### config.mk
export PLATFORM = sky130hd
export DESIGN_NAME = alu_issue_unit
export DESIGN_NICKNAME = d
export VERILOG_FILES = /design/src/rtl/alu_issue_unit.sv
export SDC_FILE = /design/constraint.sdc
export NUM_CORES = 1
export LEC_CHECK = 0
export CAP_MARGIN = 20
export CORE_ASPECT_RATIO = 0.6
export CORE_MARGIN = 8
export CORE_UTILIZATION = 35
export CTS_CLUSTER_SIZE = 40
export DETAILED_ROUTE_END_ITERATION = 12
export PLACE_DENSITY = 0.79
export SYNTH_ARGS = -nofsm -noshare
export SYNTH_HDL_FRONTEND = slang
export SYNTH_SLANG_ARGS = --single-unit
### constraint.sdc
create_clock -name w_clk -period 4.5 [get_ports w_clk]
set_clock_uncertainty 0.2 [all_clocks]
set_input_delay 0.675 -clock w_clk [delete_from_list [all_inputs] [get_ports w_clk]]
set_output_delay 0.675 -clock w_clk [all_outputs]
set_load 0.02 [all_outputs]
### src/rtl/alu_issue_unit.sv
// Issue stage for a 4-bit-control ALU: decodes one MIPS-subset instruction per handshake,
// drives the ALU and returns the captured result. Optional macro ALU_ISSUE_OVERLAP_EN removes the IDLE bubble.
`timescale 1ns/1ps
module alu_issue_unit #(
    parameter int DW   = 32,
    parameter int IMMW = 16
) (
    input  logic            w_clk,
    input  logic            w_rst_n,
    input  logic            w_in_valid,
    output logic            r_in_ready,
    input  logic [5:0]      w_op,
    input  logic [5:0]      w_funct,
    input  logic [DW-1:0]   w_rs_val,
    input  logic [DW-1:0]   w_rt_val,
    input  logic [IMMW-1:0] w_imm,
    output logic [3:0]      r_alu_ctl,
    output logic [DW-1:0]   r_alu_a,
    output logic [DW-1:0]   r_alu_b,
    input  logic [DW-1:0]   w_alu_out,
    input  logic            w_alu_zero,
    output logic            r_out_valid,
    input  logic            w_out_ready,
    output logic [DW-1:0]   r_result,
    output logic            r_taken,
    output logic            r_illegal
);

    typedef enum logic [1:0] {IDLE, ISSUE, DONE} state_t;

    state_t          state_q, state_d;
    logic            alive_q, alive_d;
    logic [3:0]      alu_ctl_q, alu_ctl_d;
    logic [DW-1:0]   alu_a_q, alu_a_d;
    logic [DW-1:0]   alu_b_q, alu_b_d;
    logic [DW-1:0]   result_q, result_d;
    logic            taken_q, taken_d;
    logic            illegal_q, illegal_d;
    logic            is_beq_q, is_beq_d;
    logic            is_bne_q, is_bne_d;

    logic [3:0]      dec_ctl;
    logic            dec_legal;
    logic            dec_use_imm;
    logic            dec_sext;
    logic            dec_beq;
    logic            dec_bne;
    logic [DW-1:0]   imm_sext;
    logic [DW-1:0]   imm_zext;
    logic [DW-1:0]   dec_b;
    logic            in_ready;
    logic            accept;

    assign imm_sext = {{(DW-IMMW){w_imm[IMMW-1]}}, w_imm};
    assign imm_zext = {{(DW-IMMW){1'b0}}, w_imm};

    always_comb begin
        dec_ctl     = 4'd0;
        dec_legal   = 1'b1;
        dec_use_imm = 1'b0;
        dec_sext    = 1'b1;
        dec_beq     = 1'b0;
        dec_bne     = 1'b0;
        case (w_op)
            6'h00: begin
                case (w_funct)
                    6'h24:   dec_ctl = 4'd0;
                    6'h25:   dec_ctl = 4'd1;
                    6'h20:   dec_ctl = 4'd2;
                    6'h22:   dec_ctl = 4'd6;
                    6'h2A:   dec_ctl = 4'd7;
                    6'h27:   dec_ctl = 4'd12;
                    default: dec_legal = 1'b0;
                endcase
            end
            6'h08: begin dec_ctl = 4'd2; dec_use_imm = 1'b1; end
            6'h0A: begin dec_ctl = 4'd7; dec_use_imm = 1'b1; end
            6'h0C: begin dec_ctl = 4'd0; dec_use_imm = 1'b1; dec_sext = 1'b0; end
            6'h0D: begin dec_ctl = 4'd1; dec_use_imm = 1'b1; dec_sext = 1'b0; end
            6'h23, 6'h2B: begin dec_ctl = 4'd2; dec_use_imm = 1'b1; end
            6'h04: begin dec_ctl = 4'd6; dec_beq = 1'b1; end
            6'h05: begin dec_ctl = 4'd6; dec_bne = 1'b1; end
            default: dec_legal = 1'b0;
        endcase
    end

    assign dec_b = dec_use_imm ? (dec_sext ? imm_sext : imm_zext) : w_rt_val;

    // alive_q keeps ready low until the first edge after reset release.
`ifdef ALU_ISSUE_OVERLAP_EN
    assign in_ready = alive_q & ((state_q == IDLE) | ((state_q == DONE) & w_out_ready));
`else
    assign in_ready = alive_q & (state_q == IDLE);
`endif
    assign accept = w_in_valid & in_ready;

    always_comb begin
        state_d   = state_q;
        alive_d   = 1'b1;
        alu_ctl_d = alu_ctl_q;
        alu_a_d   = alu_a_q;
        alu_b_d   = alu_b_q;
        result_d  = result_q;
        taken_d   = taken_q;
        illegal_d = illegal_q;
        is_beq_d  = is_beq_q;
        is_bne_d  = is_bne_q;
        case (state_q)
            ISSUE: begin
                result_d  = w_alu_out;
                taken_d   = (is_beq_q & w_alu_zero) | (is_bne_q & ~w_alu_zero);
                illegal_d = 1'b0;
                state_d   = DONE;
            end
            DONE: begin
                if (w_out_ready) state_d = IDLE;
            end
            default: ;
        endcase
        // An accept in DONE (overlap build) takes priority over the return to IDLE.
        if (accept) begin
            alu_a_d = w_rs_val;
            if (dec_legal) begin
                alu_ctl_d = dec_ctl;
                alu_b_d   = dec_b;
                is_beq_d  = dec_beq;
                is_bne_d  = dec_bne;
                state_d   = ISSUE;
            end else begin
                alu_ctl_d = 4'd15;
                alu_b_d   = w_rt_val;
                is_beq_d  = 1'b0;
                is_bne_d  = 1'b0;
                result_d  = '0;
                taken_d   = 1'b0;
                illegal_d = 1'b1;
                state_d   = DONE;
            end
        end
    end

    always_ff @(posedge w_clk or negedge w_rst_n) begin
        if (!w_rst_n) begin
            state_q   <= IDLE;
            alive_q   <= 1'b0;
            alu_ctl_q <= '0;
            alu_a_q   <= '0;
            alu_b_q   <= '0;
            result_q  <= '0;
            taken_q   <= 1'b0;
            illegal_q <= 1'b0;
            is_beq_q  <= 1'b0;
            is_bne_q  <= 1'b0;
        end else begin
            state_q   <= state_d;
            alive_q   <= alive_d;
            alu_ctl_q <= alu_ctl_d;
            alu_a_q   <= alu_a_d;
            alu_b_q   <= alu_b_d;
            result_q  <= result_d;
            taken_q   <= taken_d;
            illegal_q <= illegal_d;
            is_beq_q  <= is_beq_d;
            is_bne_q  <= is_bne_d;
        end
    end

    assign r_in_ready  = in_ready;
    assign r_out_valid = (state_q == DONE);
    assign r_alu_ctl   = alu_ctl_q;
    assign r_alu_a     = alu_a_q;
    assign r_alu_b     = alu_b_q;
    assign r_result    = result_q;
    assign r_taken     = taken_q;
    assign r_illegal   = illegal_q;

endmodule

=== Word level (Yosys, flattened, before mapping) ===
Cells that the tools add are included.

* Register bits: 107
* Bits of input ports: 129
* Output and inout bits: 104
* Word-level logic and storage cells: 69

* Equality and inequality tests: 17
* Muxes and demuxes: 26
* Bitwise gates (word level): 6
* Reduce and logical (&&, ||, !) cells: 10

{| class="wikitable"
|+ Operators with widths
! operator !! number
|-
| $mux W32 || 6
|-
| $eq A6 B6 Y1 const B || 8
|-
| $pmux W4 S5 || 2
|-
| $eq A6 B4 Y1 const B || 4
|-
| $eq A6 B3 Y1 const B || 2
|-
| $mux W1 || 12
|-
| $reduce_or A6 Y1 || 2
|-
| $reduce_or A8 Y1 || 1
|-
| $logic_not A6 Y1 || 1
|-
| $mux W2 || 3
|-
| $and A1 B1 Y1 || 4
|-
| $mux W4 || 1
|-
| $pmux W2 S2 || 1
|-
| $reduce_or A2 Y1 || 2
|-
| $ne A3 B1 Y1 const B || 1
|-
| $reduce_bool A3 Y1 || 1
|-
| $reduce_or A3 Y1 || 1
|-
| $eq A2 B1 Y1 const B || 1
|-
| $eq A2 B2 Y1 const B || 1
|-
| $logic_not A2 Y1 || 1
|-
| $pmux W1 S2 || 1
|-
| $reduce_and A2 Y1 || 1
|-
| $not A1 Y1 || 1
|-
| $or A1 B1 Y1 || 1
|}

=== Logic depth before layout (Yosys ltp) ===
* Depth after elaboration: 6
* Depth in mapped cells: 7
* Depth with buffers taken out: 4

=== Worst setup path after synthesis ===
No wires, ideal clock.

* Kind: input to register
* From: input port w_op[0]
* To: register alu_b_q[21], in the netlist r_alu_b[21]
* Library setup time: 0.126 ns
* Data arrival time: 1.917 ns
* Required time: 4.174 ns
* Slack: 2.257 ns
* Stages on the path: 6
* Buffers on the path: 2
* Cells stage by stage: buf_2 mux2_2 o22ai_4 a21oi_2 clkbuf_1 a221o_1

* Cells in the longest elaborated chain, start to end: 5
* Elaborated cells between the ends (all ways): 17
* Those cells by class: eq/ne (8); mux (5); reduce/logical (4)

{| class="wikitable"
|+ Ends and longest elaborated chain
! element !! line !! source
|-
| start: declaration || 12 || <nowiki>input logic [5:0] w_op,</nowiki>
|-
| $eq A6 B4 Y1 or $eq A6 B6 Y1 (tied branches) || 64 || <nowiki>case (w_op)</nowiki>
|-
| $reduce_or A6 Y1 (no line) or $reduce_or A2 Y1 (tied branches) || -- ||
|-
| $mux W1 or $mux W32 (tied branches) || 64, 87 ||
|-
| $mux W32 || 87 || <nowiki>assign dec_b = dec_use_imm ? (dec_sext ? imm_sext : imm_zext) : w_rt_val;</nowiki>
|-
| $mux W32 * || 123 || <nowiki>if (dec_legal) begin</nowiki>
|-
| end signal: assignment || 159 || <nowiki>alu_b_q <= alu_b_d;</nowiki>
|-
| end: declaration || 35 || <nowiki>logic [DW-1:0] alu_b_q, alu_b_d;</nowiki>
|}

Every way passes the cells marked *; elsewhere a longest branch is shown, timed or not.
A chain may end at the register's enable or synchronous reset.

=== Worst setup path after layout ===
* From: input port w_op[2]
* To: register alu_b_q[19], in the netlist r_alu_b[19]

The elaborated chain is that of the path after synthesis.

==> out/results.tsv <==
metric	value	unit
drt_iter0_drc	253	
power.internal	2.08	mW
crit_chain	clkdlybuf4s50_1 > mux2_2 > o22a_4 > nor4_4 > a221o_2	
place_hpwl	12000	microns
htreeDepth	3	
cts_buffers	9	
path_class	input port to register	
die_x	164	microns
grt_pass1_vias	4713	
crit_required	4.57	ns
avgSynthCellArea	9.55	sq um
antenna_found_initial	0	
finalCritPeriodShare	68.4	%
yosysMostFrequentCell	nand2_1	
cts-root-buf	clkbuf_16	
path_clk_slew	0.08	ns
diodes	0	
p_seq_share	40.8	%
relSlewSlack	37.0	%
cts_max_path_buffers	2	
tightest_slew	0.939	ns
setup_viol	0	
drive_gt1_share	5.69	%
crit_path_end_kind	register	
std_cell_rows	32	
cts_resized	0	
switching_share	32.8	%
ios	233	
crit_family	simple AND/OR/NAND/NOR gates	
synth_ff_type	dfrtp_1	
power_density	420	nW/um^2
synthTopCellsByCount	nand2_1 (162), dfrtp_1 (107), a21oi_1 (50), nor2_1 (25), clkbuf_1 (21)	
critPathSlowestCell	nor4_4	
setup_tns	0	ns
period_minus_slack	3.08	ns
finalHoldViolations	0	
synthArstFlopShare	100	%
vias_per_cell	5.01	
max_stage_delay	0.80	ns
finalNetCount	827	
syn_area	4610	sq um
cts_num_sinks	107	
setup.worst_path.start_class	input port	
ys_seq_area_share	58.1	%
gr-usage-all-layers	18.1	%
fmax	325	MHz
first_pass_iters	5	
slew_viol_final	0	
cts_setup_buffers	0	
status	finished clean	
cp_max_fo	17	
netlist_instances	483	
synth_seq_cells	107	
combinationalPowerShare	34.8	%
synth_warnings	0	
gr-total-overflow	0	
gp_congestion	0.834	
initial_core_util	35.9	%
holdBufCountCts	0	
fin_ws	1.42	ns
grt_start_max_net_pins	75	
synth-edff-count	0	
core_area	12900	sq um
power_leakage	3.13	nW
synth_area_leaders	dfrtp_1 (58%), nand2_1 (13%), a21oi_1 (5.4%)	
critPathBufInv	1	
die_h	105	microns
clk_latency	0.33	ns
seqCellArea	2680	sq um
nFillCells	1100	
place_ws	1.05	ns
critPathArrivalTime	3.15	ns
wl	15700	microns
holdCritPathClass	input port to asynchronous set/reset pin	
io_buffers	232	
multiInputGateArea	1770	sq um
place_area	7050	sq um
die_area	17200	sq um
ir_worst_vdd	0.232	mV
drtAntennaViolNets	0	
cap_viol_max_count	0	
syn2layout_area_growth	59.5	%
vias	4376	
clkPwrFrac	24.4	%
r2r_slack	2.02	ns
drc	0	
cts_tree	done	
ys_types	48	
power.switching	1.01	mW
synth_nets	612	
synth_top_area_share	58.1	%
final_area	7350	sq um
grt_pass1_wl	25200	microns
post_drt_wl_per_cell	17.9	microns
netlist.top_cell.by_area	dfrtp_1	
rsz0062_at_grt	no	
hold_ws	0.261	ns
==> layout by cell type, fill, tap and decap left out, types with 2 or more instances in the layout <==
cell type | Yosys | final
a21oi_1 | 50 | 50
nor2_1 | 25 | 25
a211oi_1 | 2 | 2
nand2_1 | 162 | 162
mux2_2 | 2 | 2
a31oi_1 | 20 | 20
a21o_1 | 2 | 2
clkdlybuf4s50_1 | 0 | 231
inv_6 | 0 | 2
clkbuf_16 | 0 | 9
a221o_1 | 13 | 13
nand2b_1 | 4 | 4
clkinv_4 | 0 | 2
dfrtp_1 | 107 | 107
buf_8 | 0 | 2
a22o_1 | 3 | 3
a221o_2 | 3 | 3
nor2b_1 | 3 | 2
a32oi_1 | 2 | 2
buf_4 | 1 | 6
o21ai_0 | 19 | 19
inv_1 | 4 | 4
==> routing by layer <==
layer / part of all wire (%) / vias to the layer above / global-route usage (%)
met1: 40 / 2132 / 21.3
met4: 1.4 / 0 / 4.33
met5: 0 / - / 0
met3: 11 / 16 / 7.88
met2: 48 / 151 / 29.9
li1: - / 2077 / -
==> metrics by stage <==
step / total power [mW] / cells / util, %
final: 3.09 / 873 / 57.2
after floorplan: 1.74 / 483 / -
after global routing: 3.26 / 873 / 57.2
after CTS: 3.14 / 872 / 57.1
after global placement: 2.34 / 855 / 54.8
after detailed placement: 2.36 / 856 / 54.9
==> final cells by class <==
cell class / count / area share (%)
Clock buffer: 10 / 3.25
Clock inverter: 6 / 0.646
Inverter: 5 / 0.255
Multi-Input combinational cell: 336 / 24.1
Sequential cell: 107 / 36.4
Tap cell: 170 / 2.89
Timing Repair Buffer: 239 / 32.5
==> state kept, by name, summed over array words and instances, names as in the netlist, 2 cells and up <==
name	cells
r_alu_a	32
r_alu_ctl	4
r_result	32
r_alu_b	32
state_q	2
==> worst paths after layout <==
kind	depth (start not counted)	end	from
setup / recovery	5	r_alu_b[19]	w_op[2]
hold / removal	1	r_alu_a[22]	w_rst_n
setup reg to reg	4	r_alu_b[19]	state_q[0]
min in group w_clk	2	r_alu_a[3]	r_alu_a[3]
hold reg to reg	2	r_alu_a[3]	r_alu_a[3]
max in group asynchronous	2	r_alu_b[26]	w_rst_n
==> worst reg2reg max path, delay by kind of cell, from the launching register on <==
family / cells / cell delay, ns
and+or+nand+nor: 3 / 1.51
DFF: 1 / 0.48
AOI/OAI and AO/OA: 1 / 0.23
==> cells by family after synthesis <==
family,after synthesis,synth area share [%]
other,1,0.0813
buffers and inverters,40,3.88
flip-flops,107,58.1
AND/OR/NAND/NOR,208,19.1
AO/OA/AOI/OAI,124,18.2
multiplexers,3,0.706
==> power groups by stage <==
stage	Clock, mW	Sequential, mW	Combinational (mW)
6_report	0.755	1.26	1.08
2_1_floorplan	0	1.49	0.248
3_5_place_dp	0	1.28	1.09
3_3_place_gp	0	1.27	1.07
4_1_cts	0.783	1.26	1.09
5_1_grt	0.815	1.29	1.16
No activity file was read; power rests on OpenSTA's default activity.
==> RTL change: new RTL, config.mk and constraints unchanged <==
Add a define of `ALU_ISSUE_OVERLAP_EN`.
--- a/src/rtl/alu_issue_unit.sv
+++ b/src/rtl/alu_issue_unit.sv
@@ -2,4 +2,6 @@
 // drives the ALU and returns the captured result. Optional macro ALU_ISSUE_OVERLAP_EN removes the IDLE bubble.
 `timescale 1ns/1ps
+`define ALU_ISSUE_OVERLAP_EN
+
 module alu_issue_unit #(
     parameter int DW   = 32,
Formal check against the unedited RTL: not equivalent (a bounded check fails within 4 cycles, from zero or initial values and one cycle with w_rst_n low).
==> RTL change against the original RTL <==
- clock power up 7.2%
- maximum frequency fell by 3.3%
- via count increased by 0.34%
- utilization up 0.081 points
- sequential cell count stayed put
- total power down 5.7%
- non-clock buffer count unchanged
- area after synthesis up 1.4%
- wire length fell by 1.4%
- cell count fell by 0.34%
- setup slack worse by 110 ps
- design area is 0.77% higher
- critical path type unchanged
==> RTL change: results <==
drt:
  avgViaCountPerCell: 5.05
  drt-initial-drc-count: 364
  drt_first_pass_iters: 5
  total_wirelength_um: 15400
placement:
  dpl-instance-area_um2: 7090
  dpl.hpwl_um: 11500
  post-place-cells: 853
  gpl.final_weighted_congestion: 0.832
layout:
  layout.filler_cells: 1084
  instances_no_fill: 870
  drive_gt1_share_pct: 6.00
  final_net_count: 824
power_and_ir_drop:
  p_leak_nw: 3.16
  internal-power_mw: 2.02
  maximum_resistive_drop_on_vdd_uv: 243
yosys:
  synth.net_count: 611
  synthDistinctLibCells: 54
  synthesis.instances: 482
  ys_async_sr_fraction_pct: 100
  synth_seq_area_share_pct: 57.3
  ys_top_cells_by_count: "nand2_1, dfrtp_1, a21oi_1"
  synth.area.top_cells: "dfrtp_1, nand2_1, a21oi_1, a221o_1, a31oi_1"
floorplanning:
  floorplan.die.width_um: 165
timing:
  timing.max_slew.rel_slack_pct: 43.2
setup_path:
  slowest_stage: "nor4_4"
  worst_path_largest_cell_delay_ps: 940
  cp.arrival_ps: 3260
  worstPathMaxFanout: 44
grt:
  met2_usage_pct: 27.0
  grt_util_all_layers_pct: 17.2
  grt_pass1_vias: 4651
  grt_max_degree: 62
  grt_first_pass_wirelength_um: 24300
  global_route.usage.met1_pct: 21.6
  global_route.usage.met3_pct: 7.46
clocking:
  clock_insertion_delay_worst_skew_ps: 330
outcome:
  run_status: "finished clean"
==> RTL change: cell types whose count changed after synthesis, moves of 3 or more <==
cell     delta
a221o_2     -3
nor2_1      -6
a31oi_1     -3
a22o_1      -3
a221o_1     +3
==> RTL change: worst max-delay path, delay by kind of cell <==
| kind | cells | cell delay (ps) |
|---|---|---|
| AND/OR/NAND/NOR | 3 | 1910 |
| AO/OA/AOI/OAI | 1 | 220 |
| buffers and inverters | 1 | 450 |
==> RTL change: kinds of logic after synthesis <==
group / Yosys count / synth area share (%)
buf+inv: 42 / 4.47
flops: 107 / 57.3
simple gates: 207 / 19.5
other cells: 1 / 0.0802
compound gates: 122 / 17.9
mux: 3 / 0.776
==> RTL change: path summary, 6_finish.rpt <==
kind | cells past startpoint | slack (ps) | start | to
min | 1 | 210 | w_rst_n | r_alu_b[11]
max | 5 | 1320 | w_out_ready | r_alu_b[25]
min in group w_clk | 2 | 280 | r_alu_a[22] | r_alu_a[22]
max in group asynchronous | 2 | 2780 | w_rst_n | r_alu_a[11]
min reg2reg | 2 | 280 | r_alu_a[22] | r_alu_a[22]
max reg2reg | 4 | 1680 | state_q[1] | r_alu_b[25]
==> RTL change: power by group through the flow <==
stage | Sequential (mW) | Clock [mW] | Combinational [mW]
2_1_floorplan | 1.39 | 0 | 0.216
3_3_place_gp | 1.21 | 0 | 0.899
3_5_place_dp | 1.22 | 0 | 0.915
4_1_cts | 1.20 | 0.835 | 0.916
5_1_grt | 1.22 | 0.873 | 0.969
6_report | 1.20 | 0.809 | 0.905
==> RTL change: cell type report <==
class	count	area (µm²)	area share (%)
sequential	107	2680	36.1
timing repair buffer	239	2390	32.2
tap	170	213	2.87
inverter	5	18.8	0.253
multi-input combinational	333	1810	24.4
clock buffer	10	239	3.22
clock inverter	6	70.1	0.945
==> RTL change: stage by stage <==
stage	utilization, %	hold WS [ps]	setup slack, ps	total power, mW
6_report	57.3	207	1320	2.92
5_1_grt	57.3	266	1120	3.07
4_1_cts	57.2	228	1300	2.95
3_5_place_dp	54.8	265	949	2.13
3_3_place_gp	54.7	257	1050	2.11
2_1_floorplan	-	179	2230	1.61
==> RTL change: per-layer routing <==
metal | wire length [µm] | part of all wire (%)
met3 | 1870 | 12
met1 | 6600 | 43
met4 | 148 | 0.96
met2 | 6830 | 44
met5 | 0 | 0
